<file path="src/rtl/uart_console_pkg.sv">
// Shared types and constants for the console UART receive path.
package uart_console_pkg;

    localparam int OVERSAMPLE = 16;
    localparam int MID_SAMPLE = 7;
    localparam int DATA_BITS  = 8;
    localparam int SAMPLE_W   = $clog2(OVERSAMPLE);
    localparam int BIT_W      = $clog2(DATA_BITS);

    typedef enum logic [2:0] {
        IDLE,
        START,
        DATA,
        STOP,
        WAIT_HIGH
    } rx_state_e;

endpackage

</file>
<file path="src/rtl/uart_console_fifo.sv">
// Synchronous first-word-fall-through FIFO; head word is visible whenever non-empty.
module uart_console_fifo #(
    parameter int AW = 4,
    parameter int DW = 8
) (
    input  logic          wb_clk_i,
    input  logic          wb_rst_ni,
    input  logic          push,
    input  logic [DW-1:0] push_data,
    input  logic          pop,
    output logic [DW-1:0] pop_data,
    output logic          full,
    output logic          empty,
    output logic [AW:0]   level
);

    localparam int DEPTH = 1 << AW;

    logic [DW-1:0] mem [DEPTH];
    logic [AW:0]   wr_ptr;
    logic [AW:0]   rd_ptr;
    logic          do_push;
    logic          do_pop;

    // Extra pointer MSB distinguishes full from empty when the low bits match.
    assign empty    = (wr_ptr == rd_ptr);
    assign full     = (wr_ptr[AW] != rd_ptr[AW]) && (wr_ptr[AW-1:0] == rd_ptr[AW-1:0]);
    assign level    = wr_ptr - rd_ptr;
    assign do_pop   = pop && !empty;
    assign do_push  = push && (!full || do_pop);
    assign pop_data = empty ? '0 : mem[rd_ptr[AW-1:0]];

    // NOTE: clocked state uses non-blocking (<=) so every flop samples pre-edge values.
    always_ff @(posedge wb_clk_i or negedge wb_rst_ni) begin
        if (!wb_rst_ni) begin
            wr_ptr <= '0;
            rd_ptr <= '0;
        end else begin
            if (do_push) wr_ptr <= wr_ptr + (AW+1)'(1);
            if (do_pop)  rd_ptr <= rd_ptr + (AW+1)'(1);
        end
    end

    // NOTE: storage has no reset; emptiness is tracked by the pointers alone.
    always_ff @(posedge wb_clk_i) begin
        if (do_push) mem[wr_ptr[AW-1:0]] <= push_data;
    end

endmodule

</file>
<file path="src/rtl/uart_console_rx.sv">
// 16x-oversampled 8N1 console receiver with stop-bit check, break detect and FWFT buffer.
module uart_console_rx
    import uart_console_pkg::*;
#(
    parameter int DIV_WIDTH = 16,
    parameter int FIFO_AW   = 4
) (
    input  logic                 wb_clk_i,
    input  logic                 wb_rst_ni,
    input  logic [DIV_WIDTH-1:0] divisor_i,
    input  logic                 rx_i,
    output logic [7:0]           m_data_o,
    output logic                 m_valid_o,
    input  logic                 m_ready_i,
    output logic                 frame_err_o,
    output logic                 break_o,
    output logic                 overflow_o,
    output logic [FIFO_AW:0]     fifo_level_o
);

    localparam logic [SAMPLE_W-1:0] MID_CNT  = SAMPLE_W'(MID_SAMPLE);
    localparam logic [SAMPLE_W-1:0] LAST_CNT = SAMPLE_W'(OVERSAMPLE - 1);
    localparam logic [BIT_W-1:0]    LAST_BIT = BIT_W'(DATA_BITS - 1);

    rx_state_e              state, next_state;
    logic                   rx_meta, rxs;
    logic [DIV_WIDTH-1:0]   tick_cnt, reload_val;
    logic                   tick;
    logic [SAMPLE_W-1:0]    sample_cnt;
    logic [BIT_W-1:0]       bit_cnt;
    logic [DATA_BITS-1:0]   shift_reg;
    logic                   start_rx, clr_sample, shift_en, push, fe_set, brk_set;
    logic                   fifo_full, fifo_empty;

    always_ff @(posedge wb_clk_i or negedge wb_rst_ni) begin
        if (!wb_rst_ni) begin
            rx_meta <= 1'b1;
            rxs     <= 1'b1;
        end else begin
            rx_meta <= rx_i;
            rxs     <= rx_meta;
        end
    end

    assign reload_val = (divisor_i == '0) ? '0 : divisor_i - DIV_WIDTH'(1);
    assign tick       = (tick_cnt == '0);

    // NOTE: every output of this block gets a default first so no latch is inferred.
    always_comb begin
        next_state = state;
        start_rx   = 1'b0;
        clr_sample = 1'b0;
        shift_en   = 1'b0;
        push       = 1'b0;
        fe_set     = 1'b0;
        brk_set    = 1'b0;
        unique case (state)
            IDLE: begin
                if (!rxs) begin
                    start_rx   = 1'b1;
                    next_state = START;
                end
            end
            START: begin
                if (tick && sample_cnt == MID_CNT) begin
                    if (rxs) begin
                        next_state = IDLE;
                    end else begin
                        clr_sample = 1'b1;
                        next_state = DATA;
                    end
                end
            end
            DATA: begin
                if (tick && sample_cnt == LAST_CNT) begin
                    shift_en = 1'b1;
                    if (bit_cnt == LAST_BIT) next_state = STOP;
                end
            end
            STOP: begin
                if (tick && sample_cnt == LAST_CNT) begin
                    if (rxs) begin
                        push       = 1'b1;
                        next_state = IDLE;
                    end else begin
                        fe_set     = 1'b1;
                        brk_set    = (shift_reg == '0);
                        next_state = WAIT_HIGH;
                    end
                end
            end
            WAIT_HIGH: begin
                // A held break must see the line idle before a new start is accepted.
                if (rxs) next_state = IDLE;
            end
            default: next_state = IDLE;
        endcase
    end

    always_ff @(posedge wb_clk_i or negedge wb_rst_ni) begin
        if (!wb_rst_ni) state <= IDLE;
        else            state <= next_state;
    end

    always_ff @(posedge wb_clk_i or negedge wb_rst_ni) begin
        if (!wb_rst_ni) begin
            tick_cnt    <= '0;
            sample_cnt  <= '0;
            bit_cnt     <= '0;
            shift_reg   <= '0;
            frame_err_o <= 1'b0;
            break_o     <= 1'b0;
            overflow_o  <= 1'b0;
        end else begin
            // Reload on start detection so ticks are phased to the falling edge.
            tick_cnt <= (start_rx || tick) ? reload_val : tick_cnt - DIV_WIDTH'(1);
            if (start_rx || clr_sample) sample_cnt <= '0;
            else if (tick)              sample_cnt <= sample_cnt + SAMPLE_W'(1);
            if (start_rx)      bit_cnt <= '0;
            else if (shift_en) bit_cnt <= bit_cnt + BIT_W'(1);
            if (shift_en) shift_reg <= {rxs, shift_reg[DATA_BITS-1:1]};
            frame_err_o <= fe_set;
            break_o     <= brk_set;
            // When full the FIFO is non-empty, so a ready consumer frees a slot this cycle.
            overflow_o  <= push && fifo_full && !m_ready_i;
        end
    end

    uart_console_fifo #(
        .AW (FIFO_AW),
        .DW (DATA_BITS)
    ) u_fifo (
        .wb_clk_i  (wb_clk_i),
        .wb_rst_ni (wb_rst_ni),
        .push      (push),
        .push_data (shift_reg),
        .pop       (m_ready_i),
        .pop_data  (m_data_o),
        .full      (fifo_full),
        .empty     (fifo_empty),
        .level     (fifo_level_o)
    );

    assign m_valid_o = !fifo_empty;

endmodule

</file>
<file path="config.mk">
export PLATFORM = sky130hd
export DESIGN_NAME = uart_console_rx
export DESIGN_NICKNAME = d
export VERILOG_FILES = /design/src/rtl/uart_console_pkg.sv /design/src/rtl/uart_console_fifo.sv /design/src/rtl/uart_console_rx.sv
export SDC_FILE = /design/constraint.sdc
export NUM_CORES = 1
export LEC_CHECK = 0
export ABC_AREA = 0
export BUFFER_PORTS_ARGS = -buffer_cell sky130_fd_sc_hd__buf_4
export CAP_MARGIN = 20
export CELL_PAD_IN_SITES_DETAIL_PLACEMENT = 1
export CELL_PAD_IN_SITES_GLOBAL_PLACEMENT = 1
export CORE_ASPECT_RATIO = 0.8
export CORE_UTILIZATION = 47
export DETAILED_ROUTE_END_ITERATION = 12
export PLACE_DENSITY_LB_ADDON = 0.3
export REMOVE_ABC_BUFFERS = 1
export SLEW_MARGIN = 15
export SYNTH_ARGS = -nofsm -noshare
export SYNTH_HDL_FRONTEND = slang
export SYNTH_HIERARCHICAL = 1
export SYNTH_SLANG_ARGS = --single-unit
</file>
<file path="constraint.sdc">
create_clock -name wb_clk_i -period 2.5 [get_ports wb_clk_i]
set_input_delay 0.375 -clock wb_clk_i [delete_from_list [all_inputs] [get_ports wb_clk_i]]
set_output_delay 0.375 -clock wb_clk_i [all_outputs]
set_load 0.01 [all_outputs]
</file>
## After elaboration in Yosys (flattened, before gate mapping)

Memory sizes are Yosys's and may differ from the RTL's.
Cells that the tools add are included.

| word-level totals | value |
|---|---|
| register bits after elaboration | 49 |
| bits in writable memories | 128 |
| memories | 1 |

| operators by class | value |
|---|---|
| $add $sub $neg | 7 |
| eq/ne operators | 16 |
| muxes and demuxes | 32 |
| reductions and logical operators | 20 |

Memories:

| memory | words | width | rd ports | clocked after Yosys merged registers in | write ports | line | source |
|---|---|---|---|---|---|---|---|
| u_fifo.mem | 16 | 8 | 1 | 0 | 1 | uart_console_fifo.sv:19 | `logic [DW-1:0] mem [DEPTH];` |

Operators with widths:

| kind | count |
|---|---|
| logical NOT 16 bit | 2 |
| two-way mux 16 bit | 2 |
| subtractor 16 x 1 -> 16 bit (second input constant) | 2 |
| two-way mux 3 bit | 9 |
| two-way mux 1 bit | 16 |
| one-hot mux 3 bit (5 select lines) | 1 |
| != test 2 bit (second input constant) | 6 |
| adder 5 x 1 -> 5 bit (second input constant) | 2 |
| logical NOT 8 bit | 1 |
| two-way mux 4 bit | 2 |
| two-way mux 8 bit | 1 |
| logical AND 1 bit | 7 |
| == test 3 x 2 -> 1 bit (second input constant) | 2 |
| == test 3 bit (second input constant) | 2 |
| AND reduction 6 bit | 1 |
| == test 5 bit | 1 |
| subtractor 5 bit | 1 |
| adder 4 x 1 -> 4 bit (second input constant) | 1 |
| == test 4 x 3 -> 1 bit (second input constant) | 1 |
| == test 4 bit | 1 |
| == test 4 bit (second input constant) | 1 |
| nonzero test 2 bit | 2 |
| adder 3 x 1 -> 3 bit (second input constant) | 1 |
| == test 3 x 1 -> 1 bit (second input constant) | 1 |
| other kinds (5) | 9 |

## Longest topological paths before layout

Gate-level depths: netlist of the first run.

| depth | value |
|---|---|
| depth in word-level cells | 7 |
| gate-level depth with buffers | 10 |
| mapped depth without buffers | 9 |

## Modules after synthesis

The synthesis of the first run kept the hierarchy.

Modules (own cells, without submodules):

| module | times used | cells each | area an instance (sq um) | sequential area each (sq um) |
|---|---|---|---|---|
| uart_console_fifo | 1 | 279 | 5699.2 | 4093.9 |
| uart_console_rx | 1 | 220 | 2228.4 | 978.4 |

## Worst setup path before layout of the first run

No wires, ideal clock.

| path | value |
|---|---|
| path type | register -> register |
| start | register tick_cnt[0] |
| end | memory u_fifo.mem[10][0] (enable) |
| library setup time | 0.332 ns |
| data arrival time | 2.315 ns |
| setup slack | -0.146 ns |
| cell stages (with the launch flop) | 10 |
| buffers on the path | 1 |
| period minus slack after synthesis | 2.646 ns |
| cell sequence | dfrtp_1 > inv_1 > ha_1 > nor4b_2 > and2_1 > nand4_1 > nor2_1 > o31a_1 > clkbuf_1 > and3_1 |

| between the ends | value |
|---|---|
| word-level cells in the longest chain between the ends | 7 |

Ends and longest elaborated chain:

| element | line | source |
|---|---|---|
| start, declared | uart_console_rx.sv:27 | `logic [DIV_WIDTH-1:0] tick_cnt, reload_val;` |
| start signal, assigned | uart_console_rx.sv:116 | `tick_cnt <= (start_rx \|\| tick) ? reload_val : tick_cnt - DIV_WIDTH'(1);` |
| logical NOT 16 bit | uart_console_rx.sv:46 | `assign tick = (tick_cnt == '0);` |
| logical AND 1 bit | uart_console_rx.sv:81 | `if (tick && sample_cnt == LAST_CNT) begin` |
| two-way mux 1 bit | uart_console_rx.sv:81 |  |
| two-way mux 1 bit | uart_console_rx.sv:57 | `unique case (state)` |
| named net push | uart_console_rx.sv:32 | `logic start_rx, clr_sample, shift_en, push, fe_set, brk_set;` |
| logical AND 1 bit | uart_console_fifo.sv:30 | `assign do_push = push && (!full \|\| do_pop);` |
| two-way mux 1 bit | uart_console_fifo.sv:46 | `if (do_push) mem[wr_ptr[AW-1:0]] <= push_data;` |
| two-way mux 1 bit (implied by the code) | uart_console_fifo.sv:46 |  |
| end, declared | uart_console_fifo.sv:19 |  |

The timed path passes the listed nets, and every way through them passes these cells.

## Final worst setup path of the first run

| path | value |
|---|---|
| start | register u_fifo.rd_ptr[0] |
| end | output m_data_o[2] |

| between the ends | value |
|---|---|
| word-level cells in the longest chain between the ends | 2 |

Ends and longest elaborated chain:

| element | line | source |
|---|---|---|
| start, declared | uart_console_fifo.sv:21 | `logic [AW:0] rd_ptr;` |
| start signal, assigned | uart_console_fifo.sv:40 | `if (do_pop) rd_ptr <= rd_ptr + (AW+1)'(1);` |
| == test 5 bit | uart_console_fifo.sv:26 | `assign empty = (wr_ptr == rd_ptr);` |
| named net fifo_empty | uart_console_rx.sv:33 | `logic fifo_full, fifo_empty;` |
| two-way mux 8 bit | uart_console_fifo.sv:31 | `assign pop_data = empty ? '0 : mem[rd_ptr[AW-1:0]];` |
| end, declared | uart_console_rx.sv:12 | `output logic [7:0] m_data_o,` |

The timed path passes the listed nets, and every way through them passes these cells.

==> impl_metrics.py, run 1 <==
metrics = {
    "timing": {
        "slew-limit-headroom_pct": 42.7,
        "tightestPinTransition_ps": 860,
        "finalSetupViolations": 141,
        "slew_violations": 0,
        "rsz_0062_raised_after_global_routing": "yes",
        "period_utilisation_layout_pct": 111,
        "finalClockSkew_ps": 8.65,
        "fin_hold_viols": 0,
        "setup_slack_ps": -263,
        "fin_hold_ws_ps": 51.4,
        "finalCriticalPeriod_ps": 2760,
        "highest_clock_frequency_the_design_can_meet_mhz": 362,
    },
    "die": {
        "rows": 42,
        "chipHeight_um": 118,
        "die_x_um": 147,
        "core_region_area_um2": 16500,
        "initial_utilization_pct": 48.0,
        "design.portCount": 37,
        "fp.dieArea_um2": 17400,
    },
    "yosys": {
        "number_of_instances_in_the_synthesized_netlist": 499,
        "synth-main-ff-cell": "edfxtp_1",
        "yosysUniqueCellTypes": 62,
        "combinational_family_with_the_most_area_after_synthesis": "multiplexers",
        "synth_area_um2": 7930,
        "multiplexer_share_of_the_synthesized_area_pct": 12.1,
        "syn_area_per_cell_um2": 15.9,
        "synth_compound_gate_area_share_pct": 4.37,
        "synth-adder-area-share_pct": 2.62,
        "synth_enable_flop_cells": 128,
        "synth_commonest_cells": "edfxtp_1, dfrtp_1, nor2_1, xnor2_1, nand2_1",
        "ys_warn_count": 6,
        "simple_gate_share_of_the_synthesized_area_pct": 9.72,
        "yosys_register_bits": 177,
        "ys_async_sr_fraction_pct": 27.7,
        "synth_top_cell_by_area": "edfxtp_1",
        "synthTopCellsByArea": "edfxtp_1, dfrtp_1, mux4_2, mux4_1, xnor2_1",
        "synth_xor_area_share_pct": 4.51,
        "synthMostInstantiatedCell": "edfxtp_1",
        "synth_top_area_share_pct": 48.5,
        "synth_sequential_area_ratio_pct": 64.0,
    },
    "grt": {
        "grt_pass1_vias": 5200,
        "number_of_antenna_violations_at_the_first_check_in_global_routing": 0,
        "track_usage_pct": 25.2,
        "maximum_number_of_pins_on_one_net_before_global_route_repair": 50,
        "grt_pass1_wl_um": 31700,
        "gr-total-overflow": 0,
    },
    "placement": {
        "globalplace.congestion": 0.800,
        "dp_worst_setup_slack_ps": -157,
        "detailedPlacementHpwl_um": 13200,
        "placedInstanceArea_um2": 8850,
        "portBuffers": 36,
        "post-place-cells": 782,
    },
    "critical_path": {
        "worst_ep_arrival_time_ps": 2390,
        "timing_worst_setup_path_type": "reg2out",
        "end_kind": "primary output",
        "cp_slowest_stage_delay_ps": 450,
        "cp_max_fanout": 7,
        "path_cells": "buf_6 > buf_6 > ha_4 > and4_1 > nand2_2 > clkinv_4 > buf_6 > nor3_1 > a221o_1 > buf_6",
        "crit_path_launch_type": "flip-flop",
        "slowest_stage": "dfrtp_2",
        "worst-endpoint-required_ps": 2120,
        "most_frequent_cp_cell": "buf_6",
    },
    "power_and_ir_drop": {
        "vdd_ir_drop_max_v": 0.000573,
        "gate_power_share_pct": 26.2,
        "power.static_leakage_nw": 3.99,
        "p_int_mw": 5.77,
        "sequentialPowerShare_pct": 41.5,
        "clkPwrFrac_pct": 32.3,
        "power.switching_mw": 2.47,
        "p_sw_share_pct": 30.0,
        "power_density_nw_per_um2": 837,
    },
    "cells_and_area": {
        "final_core_util_pct": 59.6,
        "share_of_layout_cells_above_drive_strength_1_pct": 36.9,
        "largest_reg_flops": 128,
        "nets": 639,
        "fill_cells": 1536,
        "stdcell_count": 836,
        "post-route-cell-area_um2": 9840,
        "area_growth_syn_to_layout_pct": 24.1,
        "diodes": 0,
    },
    "detailed_routing": {
        "ant_nets": 0,
        "routed-via-count": 4908,
        "drt_iter0_markers": 344,
        "routed_wire_length_per_instance_um": 25.4,
        "number_of_vias_per_cell": 5.87,
        "detail_route.wirelength_um": 21200,
        "drc": 0,
        "drt_pre_antenna_iters": 4,
    },
    "clocking": {
        "clk_pin_slew_worst_paths_ps": 70,
        "cts.path.max_buffers": 2,
        "htree_levels": 4,
        "skew_pair_late_insertion_delay_ps": 430,
        "cts_tree": "yes",
        "cts-buffers-inserted": 17,
        "cts_sinks": 177,
        "clock_tree_root": "clkbuf_16",
    },
    "status": {
        "violated_checks": "setup timing",
        "run_status": "finished, violations left",
    },
    "hold_path": {
        "hold_path_class": "in2reg",
    },
    "flow_run": {
        "cap_violations": 0,
    },
}
[final cells by class]
| class | count | area [um^2] | share of cell area [%] |
|---|---|---|---|
| Multi-Input combinational cell | 287 | 2890 | 29.4 |
| Clock inverter | 15 | 169 | 1.72 |
| Tap cell | 220 | 275 | 2.80 |
| Timing Repair Buffer | 101 | 923 | 9.38 |
| Clock buffer | 17 | 425 | 4.32 |
| Inverter | 19 | 78.8 | 0.801 |
| Sequential cell | 177 | 5070 | 51.6 |
[cells in the final DEF, fill, tap and decap left out, types with 4 or more instances in the layout]
| cell | instances |
|---|---|
| a221o_1 | 7 |
| nand3b_1 | 4 |
| edfxtp_1 | 128 |
| xnor2_1 | 24 |
| ha_1 | 10 |
| buf_12 | 7 |
| nor3_1 | 14 |
| nand2_1 | 18 |
| nor2_1 | 21 |
| buf_6 | 20 |
| inv_1 | 14 |
| nand3_1 | 12 |
| mux4_2 | 25 |
| and3_4 | 13 |
| mux4_1 | 7 |
| a21oi_1 | 6 |
| nand4_1 | 4 |
| mux2_2 | 5 |
| inv_6 | 5 |
| clkbuf_16 | 17 |
| and2_4 | 5 |
| xor2_1 | 15 |
| buf_4 | 73 |
| dfrtp_1 | 45 |
| ha_4 | 4 |
| and3_1 | 4 |
| o22ai_1 | 14 |
| o21ai_0 | 5 |
| nor4_1 | 4 |
[final timing paths]
path | startpoint | endpoint | slack (ps) | cells past startpoint
min in group asynchronous | wb_rst_ni | sample_cnt[2] | 500 | 2
max in group asynchronous | wb_rst_ni | u_fifo/rd_ptr[0] | 1500 | 2
max | u_fifo/rd_ptr[0] | m_data_o[2] | -260 | 10
min reg2reg | rx_meta | rxs | 360 | 0
min | rx_i | rx_meta | 50 | 1
max reg2reg | tick_cnt[1] | u_fifo/mem[0][0] | -220 | 10
[through the flow]
step	power, mW	setup TNS (ps)
6_report	8.24	-24730
5_1_grt	8.51	-33820
4_1_cts	8.23	-7030
3_5_place_dp	5.11	-6270
3_3_place_gp	5.04	-2660
2_1_floorplan	4.44	-72060
[power groups by stage]
stage	sequential [mW]	combinational, mW	clock (mW)
floorplan	3.63	0.811	0
global placement	3.46	1.59	0
detailed placement	3.47	1.65	0
CTS	3.41	2.11	2.71
global route	3.43	2.28	2.80
finish	3.42	2.16	2.66
[critical path: cells and delay by family (launching register included)]
family                   cells  cell delay, ps
flip-flops                   1             450
AO/OA/AOI/OAI                1             290
AND/OR/NAND/NOR              3             330
adder cells (fa/ha/maj)      1             270
buffers and inverters        5             610
[layer usage]
layer	vias to the layer above	routed length, um	part of all wire [%]	global-route usage (%)
met4	0	487	2.3	7.02
li1	2156	-	-	-
met5	-	0	0	0
met1	2596	8970	42	33.9
met3	40	818	3.9	4.09
met2	116	11000	52	42.6
[repair_timing]
action	4_1_cts	5_1_grt
setup buffers	23	10
hold buffers	1	0
cloned	1	1
resized for setup	61	32
endpoints found under the hold margin	44	0
pin swaps	9	10
endpoints found under the setup margin	138	140
[cell families (layout without fill, tap and decap cells)]
kind of cell,count (synthesis),after routing
mux,49,49
fa+ha+maj,16,16
simple gates,133,134
buf+inv,36,152
xor+xnor,40,40
compound gates,48,48
flops,177,177
Note: power is estimated with default switching activity, not from simulation.
==> inputs of run 2 (changes only) <==
ABC_CLOCK_PERIOD_IN_PS = 2500   (was not set)
CORE_MARGIN = 1   (was not set)
RECOVER_POWER = 25   (was not set)
==> run 2 against run 1 <==
Against the previous run: the flow still finishes with violations (setup timing); via count is essentially flat; core utilization is essentially flat; routed wire length is essentially flat; clock power is essentially flat; critical path type unchanged; critical endpoint unchanged; highest routed layer unchanged.
==> impl_metrics.py, run 2 (synthesis results as in run 1) <==
metrics = {
    "detailed_routing": {
        "drt_pre_antenna_iters": 4,
        "routed_wire_length_per_instance_um": 25.4,
        "drt_iter0_markers": 344,
        "detail_route.wirelength_um": 21200,
        "routed-via-count": 4905,
        "drc": 0,
        "number_of_vias_per_cell": 5.87,
        "ant_nets": 0,
    },
    "power_and_ir_drop": {
        "p_int_mw": 5.77,
        "power.switching_mw": 2.47,
        "sequentialPowerShare_pct": 41.5,
        "p_sw_share_pct": 30.0,
        "power_density_nw_per_um2": 837,
        "clkPwrFrac_pct": 32.3,
        "vdd_ir_drop_max_v": 0.000573,
        "power.static_leakage_nw": 3.99,
        "gate_power_share_pct": 26.2,
    },
    "status": {
        "violated_checks": "setup timing",
        "run_status": "finished, violations left",
    },
    "critical_path": {
        "cp_slowest_stage_delay_ps": 450,
        "slowest_stage": "dfrtp_2",
        "rr_endpoint": "u_fifo/mem[0][0]",
        "timing_worst_setup_path_type": "reg2out",
        "worstPathBufferInverterCount": 5,
        "r2r_slack_ps": -220,
        "cp_max_fanout": 7,
        "worst_ep_arrival_time_ps": 2390,
        "r2r_start": "tick_cnt[1]",
        "end_kind": "primary output",
        "worst-endpoint-required_ps": 2120,
        "kind_of_cell_with_the_highest_combined_delay_on_the_critical_path": "buffers and inverters",
        "path_cells": "buf_6 > buf_6 > ha_4 > and4_1 > nand2_2 > clkinv_4 > buf_6 > nor3_1 > a221o_1 > buf_6",
        "most_frequent_cp_cell": "buf_6",
        "crit_path_launch_type": "flip-flop",
        "r2r_cells": 10,
    },
    "hold_path": {
        "hold_path_class": "in2reg",
        "timing.hold.worst.start": "rx_i",
        "hold_path_depth": 1,
        "worst_hold_path.endpoint": "rx_meta",
    },
    "clocking": {
        "cts_sinks": 177,
        "cts.path.max_buffers": 2,
        "htree_levels": 4,
        "cts-buffers-inserted": 17,
        "skew_pair_late_insertion_delay_ps": 430,
        "clock_tree_root": "clkbuf_16",
        "clk_pin_slew_worst_paths_ps": 70,
        "cts_tree": "yes",
    },
    "timing": {
        "finalSetupViolations": 141,
        "slew-limit-headroom_pct": 14.3,
        "fin_hold_viols": 0,
        "setup_slack_ps": -263,
        "slew_violations": 0,
        "period_utilisation_layout_pct": 111,
        "finalCriticalPeriod_ps": 2760,
        "tightestPinTransition_ps": 1290,
        "highest_clock_frequency_the_design_can_meet_mhz": 362,
        "rsz_0062_raised_after_global_routing": "yes",
        "fin_hold_ws_ps": 53.3,
        "finalClockSkew_ps": 8.65,
    },
    "cells_and_area": {
        "diodes": 0,
        "share_of_layout_cells_above_drive_strength_1_pct": 36.9,
        "area_taken_by_multi_input_logic_gates_um2": 2890,
        "largest_reg_flops": 128,
        "final_core_util_pct": 59.6,
        "sequential_area_um2": 5070,
        "area_growth_syn_to_layout_pct": 24.1,
        "fill_cells": 1535,
        "most-common-layout-cells": "edfxtp_1, buf_4, dfrtp_1, mux4_2, xnor2_1",
        "layout.cells.most_common": "edfxtp_1",
        "nets": 639,
    },
    "die": {
        "fp.dieArea_um2": 17400,
        "core_region_area_um2": 16500,
        "rows": 42,
        "die_x_um": 147,
        "chipHeight_um": 118,
        "design.portCount": 37,
        "initial_utilization_pct": 48.0,
    },
    "grt": {
        "track_usage_pct": 25.2,
        "grt_pass1_wl_um": 31700,
        "gr-total-overflow": 0,
        "maximum_number_of_pins_on_one_net_before_global_route_repair": 50,
        "number_of_antenna_violations_at_the_first_check_in_global_routing": 0,
        "grt_pass1_vias": 5200,
    },
    "placement": {
        "portBuffers": 36,
        "detailedPlacementHpwl_um": 13200,
        "globalplace.congestion": 0.800,
    },
    "flow_run": {
        "cap_violations": 0,
    },
}
[run 2: changes by cell type in the layout (fill, tap and decap cells not counted), sizes merged]
| cell | change |
|---|---|
| buf | -2 |
| clkbuf | +2 |
[run 2: routing by layer]
| layer | vias to the layer above | global-route usage [%] | wire length (um) |
|---|---|---|---|
| li1 | 2155 | - | - |
| met3 | 40 | 4.09 | 819 |
| met5 | - | 0 | 0 |
| met2 | 116 | 42.6 | 11000 |
| met4 | 0 | 7.02 | 487 |
| met1 | 2594 | 33.9 | 8950 |
[run 2: how the worst max path moves through the flow]
stage                startpoint          endpoint  slack, ps  cells past startpoint
2_1_floorplan  u_fifo/rd_ptr[0]  u_fifo/mem[3][0]       -650                      5
3_3_place_gp       tick_cnt[11]  u_fifo/mem[0][7]        -80                     10
3_5_place_dp       tick_cnt[10]  u_fifo/mem[6][5]       -160                      8
4_1_cts        u_fifo/rd_ptr[0]       m_data_o[5]       -250                      9
5_1_grt        u_fifo/rd_ptr[0]       m_data_o[2]       -340                     10
6_report       u_fifo/rd_ptr[0]       m_data_o[2]       -260                     10
[run 2: layout make-up]
| cell class | instances | area share (%) |
|---|---|---|
| clock inverters | 15 | 1.72 |
| multi-input cells | 287 | 29.4 |
| clock buffers | 17 | 4.32 |
| inverters | 19 | 0.801 |
| well taps | 220 | 2.80 |
| flip-flops and latches | 177 | 51.6 |
| repair buffers | 101 | 9.36 |
[run 2: what timing repair did]
item | in CTS | in global routing
pin swaps | 9 | 10
resized for setup | 61 | 32
gates cloned | 1 | 1
hold buffers | 1 | 0
endpoints found under the hold margin | 44 | 0
setup endpoints to repair | 138 | 140
buffers inserted | 23 | 10
[run 2: per-stage QoR]
stage          power [mW]  TNS (ps)  instances  instance area [um^2]  worst slack, ps
3_3_place_gp         5.04     -2660        782                  8850            -84.7
2_1_floorplan        4.44    -72060        482                  7790             -649
4_1_cts              8.23     -7030        831                  9750             -251
5_1_grt              8.51    -33820        836                  9840             -341
3_5_place_dp         5.11     -6270        782                  8850             -157
6_report             8.24    -24730        836                  9840             -263
[run 2: power groups by stage]
stage | logic, mW | registers [mW] | clock network, mW
floorplan | 0.811 | 3.63 | 0
global placement | 1.59 | 3.46 | 0
detailed placement | 1.65 | 3.47 | 0
CTS | 2.11 | 3.41 | 2.71
global route | 2.28 | 3.43 | 2.80
finish | 2.15 | 3.42 | 2.66
==> inputs of run 3 (changes only) <==
ABC_CLOCK_PERIOD_IN_PS = 2490   (was 2500)
SETUP_SLACK_MARGIN = 0.2   (was not set)
clock period = 2.49 ns   (was 2.5 ns; I/O delays follow)
==> run 3 against run 2 <==
Against the previous run: the flow still finishes with violations (setup timing); clock power rose by 7.9%; hold slack got worse by 10 ps; critical path depth fell by 2; sequential share of layout area fell by 1.7 points; via count fell by 1.6%; global-route usage rose by 0.24 points; core utilization rose by 2.0 points; clock-buffer cell count rose by 1; design area rose by 3.4%; critical endpoint is now m_data_o[0]; highest routed layer unchanged.
==> impl_metrics.py, run 3 (synthesis results as in run 1) <==
metrics = {
    "critical_path": {
        "slowest_stage": "dfrtp_2",
        "cp_slowest_stage_delay_ps": 430,
        "most_frequent_cp_cell": "buf_12",
        "end_kind": "primary output",
        "cp_max_fanout": 6,
        "worst-endpoint-required_ps": 2120,
        "worst_ep_arrival_time_ps": 2380,
        "worstPathBufferInverterCount": 4,
        "path_cells": "buf_12 > buf_8 > buf_12 > mux4_2 > mux2i_2 > nor3_2 > a221o_1 > buf_6",
        "crit_path_launch_type": "flip-flop",
        "timing_worst_setup_path_type": "reg2out",
        "kind_of_cell_with_the_highest_combined_delay_on_the_critical_path": "multiplexers",
    },
    "detailed_routing": {
        "number_of_vias_per_cell": 5.75,
        "drc": 0,
        "drt_pre_antenna_iters": 4,
        "ant_nets": 0,
        "drt_iter0_markers": 314,
        "routed_wire_length_per_instance_um": 25.1,
        "detail_route.wirelength_um": 21000,
        "routed-via-count": 4828,
    },
    "timing": {
        "slew-limit-headroom_pct": 14.3,
        "slew_violations": 0,
        "finalSetupViolations": 139,
        "fin_hold_ws_ps": 42.8,
        "highest_clock_frequency_the_design_can_meet_mhz": 363,
        "rsz_0062_raised_after_global_routing": "yes",
        "fin_hold_viols": 0,
        "tightestPinTransition_ps": 1290,
        "finalCriticalPeriod_ps": 2760,
        "period_utilisation_layout_pct": 111,
        "setup_total_negative_slack_ps": -22160,
        "setup_slack_ps": -268,
        "finalClockSkew_ps": 11.4,
    },
    "power_and_ir_drop": {
        "power.static_leakage_nw": 4.11,
        "power_density_nw_per_um2": 832,
        "vdd_ir_drop_max_v": 0.000579,
    },
    "grt": {
        "grt-busiest-layer": "met2",
        "grt_pass1_vias": 5300,
        "maximum_number_of_pins_on_one_net_before_global_route_repair": 50,
        "gr-total-overflow": 0,
        "global_route.usage.met3_pct": 5.56,
        "number_of_antenna_violations_at_the_first_check_in_global_routing": 0,
        "grt_pass1_wl_um": 31700,
        "track_usage_pct": 25.4,
        "grtUsageMet1_pct": 32.2,
        "met2_usage_pct": 43.4,
    },
    "placement": {
        "detailedPlacementHpwl_um": 13200,
        "post-place-cells": 787,
        "portBuffers": 36,
        "globalplace.congestion": 0.787,
        "placedInstanceArea_um2": 8900,
    },
    "status": {
        "violated_checks": "setup timing",
        "run_status": "finished, violations left",
    },
    "clocking": {
        "clk_pin_slew_worst_paths_ps": 70,
        "cts-buffers-inserted": 17,
        "cts_sinks": 177,
        "skew_pair_late_insertion_delay_ps": 430,
        "cts_tree": "yes",
        "cts.path.max_buffers": 2,
        "htree_levels": 4,
        "clock_tree_root": "clkbuf_16",
    },
    "cells_and_area": {
        "diodes": 0,
        "most-common-layout-cells": "edfxtp_1, buf_4, dfrtp_1, mux4_2, xnor2_1",
        "largest_reg_flops": 128,
        "share_of_layout_cells_above_drive_strength_1_pct": 38.5,
        "nets": 643,
        "post-route-cell-area_um2": 10200,
        "area_growth_syn_to_layout_pct": 28.3,
        "layout.cells.most_common": "edfxtp_1",
        "stdcell_count": 840,
    },
    "die": {
        "core_region_area_um2": 16500,
        "chipHeight_um": 118,
        "rows": 42,
        "fp.dieArea_um2": 17400,
        "die_x_um": 147,
        "initial_utilization_pct": 48.0,
        "design.portCount": 37,
    },
    "hold_path": {
        "hold_path_class": "in2reg",
    },
    "flow_run": {
        "cap_violations": 0,
    },
}
[run 3: changes by cell type in the layout (fill, tap and decap cells not counted), sizes merged]
cell	before	now
and3	17	16
bufinv	1	4
buf	98	102
clkbuf	19	20
inv	26	23
[run 3: layer usage]
| metal | vias up | share of wire (%) | wire length (um) |
|---|---|---|---|
| met5 | - | 0 | 0 |
| met4 | 0 | 2.4 | 513 |
| met3 | 33 | 4.9 | 1030 |
| met2 | 112 | 53 | 11100 |
| met1 | 2509 | 40 | 8440 |
| li1 | 2174 | - | - |
[run 3: worst register-to-register path, stage by stage (launching register included)]
cell and delay (ps):
dfrtp_1 400, nor4_2 280, buf_4 160, and4b_2 280
nand4_1 140, nor2_1 160, o31a_1 280, buf_6 150
buf_6 120, buf_6 90, and3_4 200, buf_12 140
[run 3: worst paths after layout]
path / startpoint / endpoint / slack, ps / cells after the start
hold reg to reg: rx_meta / rxs / 360 / 0
min in group asynchronous: wb_rst_ni / bit_cnt[0] / 750 / 2
setup / recovery: u_fifo/rd_ptr[0] / m_data_o[0] / -270 / 8
max in group asynchronous: wb_rst_ni / u_fifo/rd_ptr[0] / 860 / 2
hold / removal: rx_i / rx_meta / 40 / 1
setup reg to reg: tick_cnt[8] / u_fifo/mem[13][2] / -200 / 11
[run 3: what timing repair did]
action	CTS	global route
endpoints found under the setup margin	143	147
gates cloned	2	0
pin swaps	9	12
setup buffers	14	4
endpoints found under the hold margin	46	0
gates resized for setup	74	32
hold buffers	1	0
[run 3: power breakdown]
part           switching, mW  internal, mW
clock network           1.17          1.70
logic                   1.10          1.06
registers              0.161          3.27
total                   2.43          6.03
[run 3: metrics by stage]
step | utilization, % | power (mW) | setup slack (ps)
final | 61.7 | 8.46 | -268
after CTS | 60.5 | 8.34 | -261
after global routing | 61.7 | 8.73 | -316
after global placement | 54.0 | 5.12 | -30.8
after detailed placement | 54.0 | 5.21 | -103
after floorplan | - | 4.46 | -659
[run 3: area by class of cell]
cell class | instances | area (um^2)
inverter | 19 | 81.3
multi-input combinational | 286 | 2990
tap | 220 | 275
sequential | 177 | 5080
clock buffer | 18 | 429
clock inverter | 14 | 204
timing repair inverter | 1 | 7.51
fill | 1479 | 6330
timing repair buffer | 105 | 1110
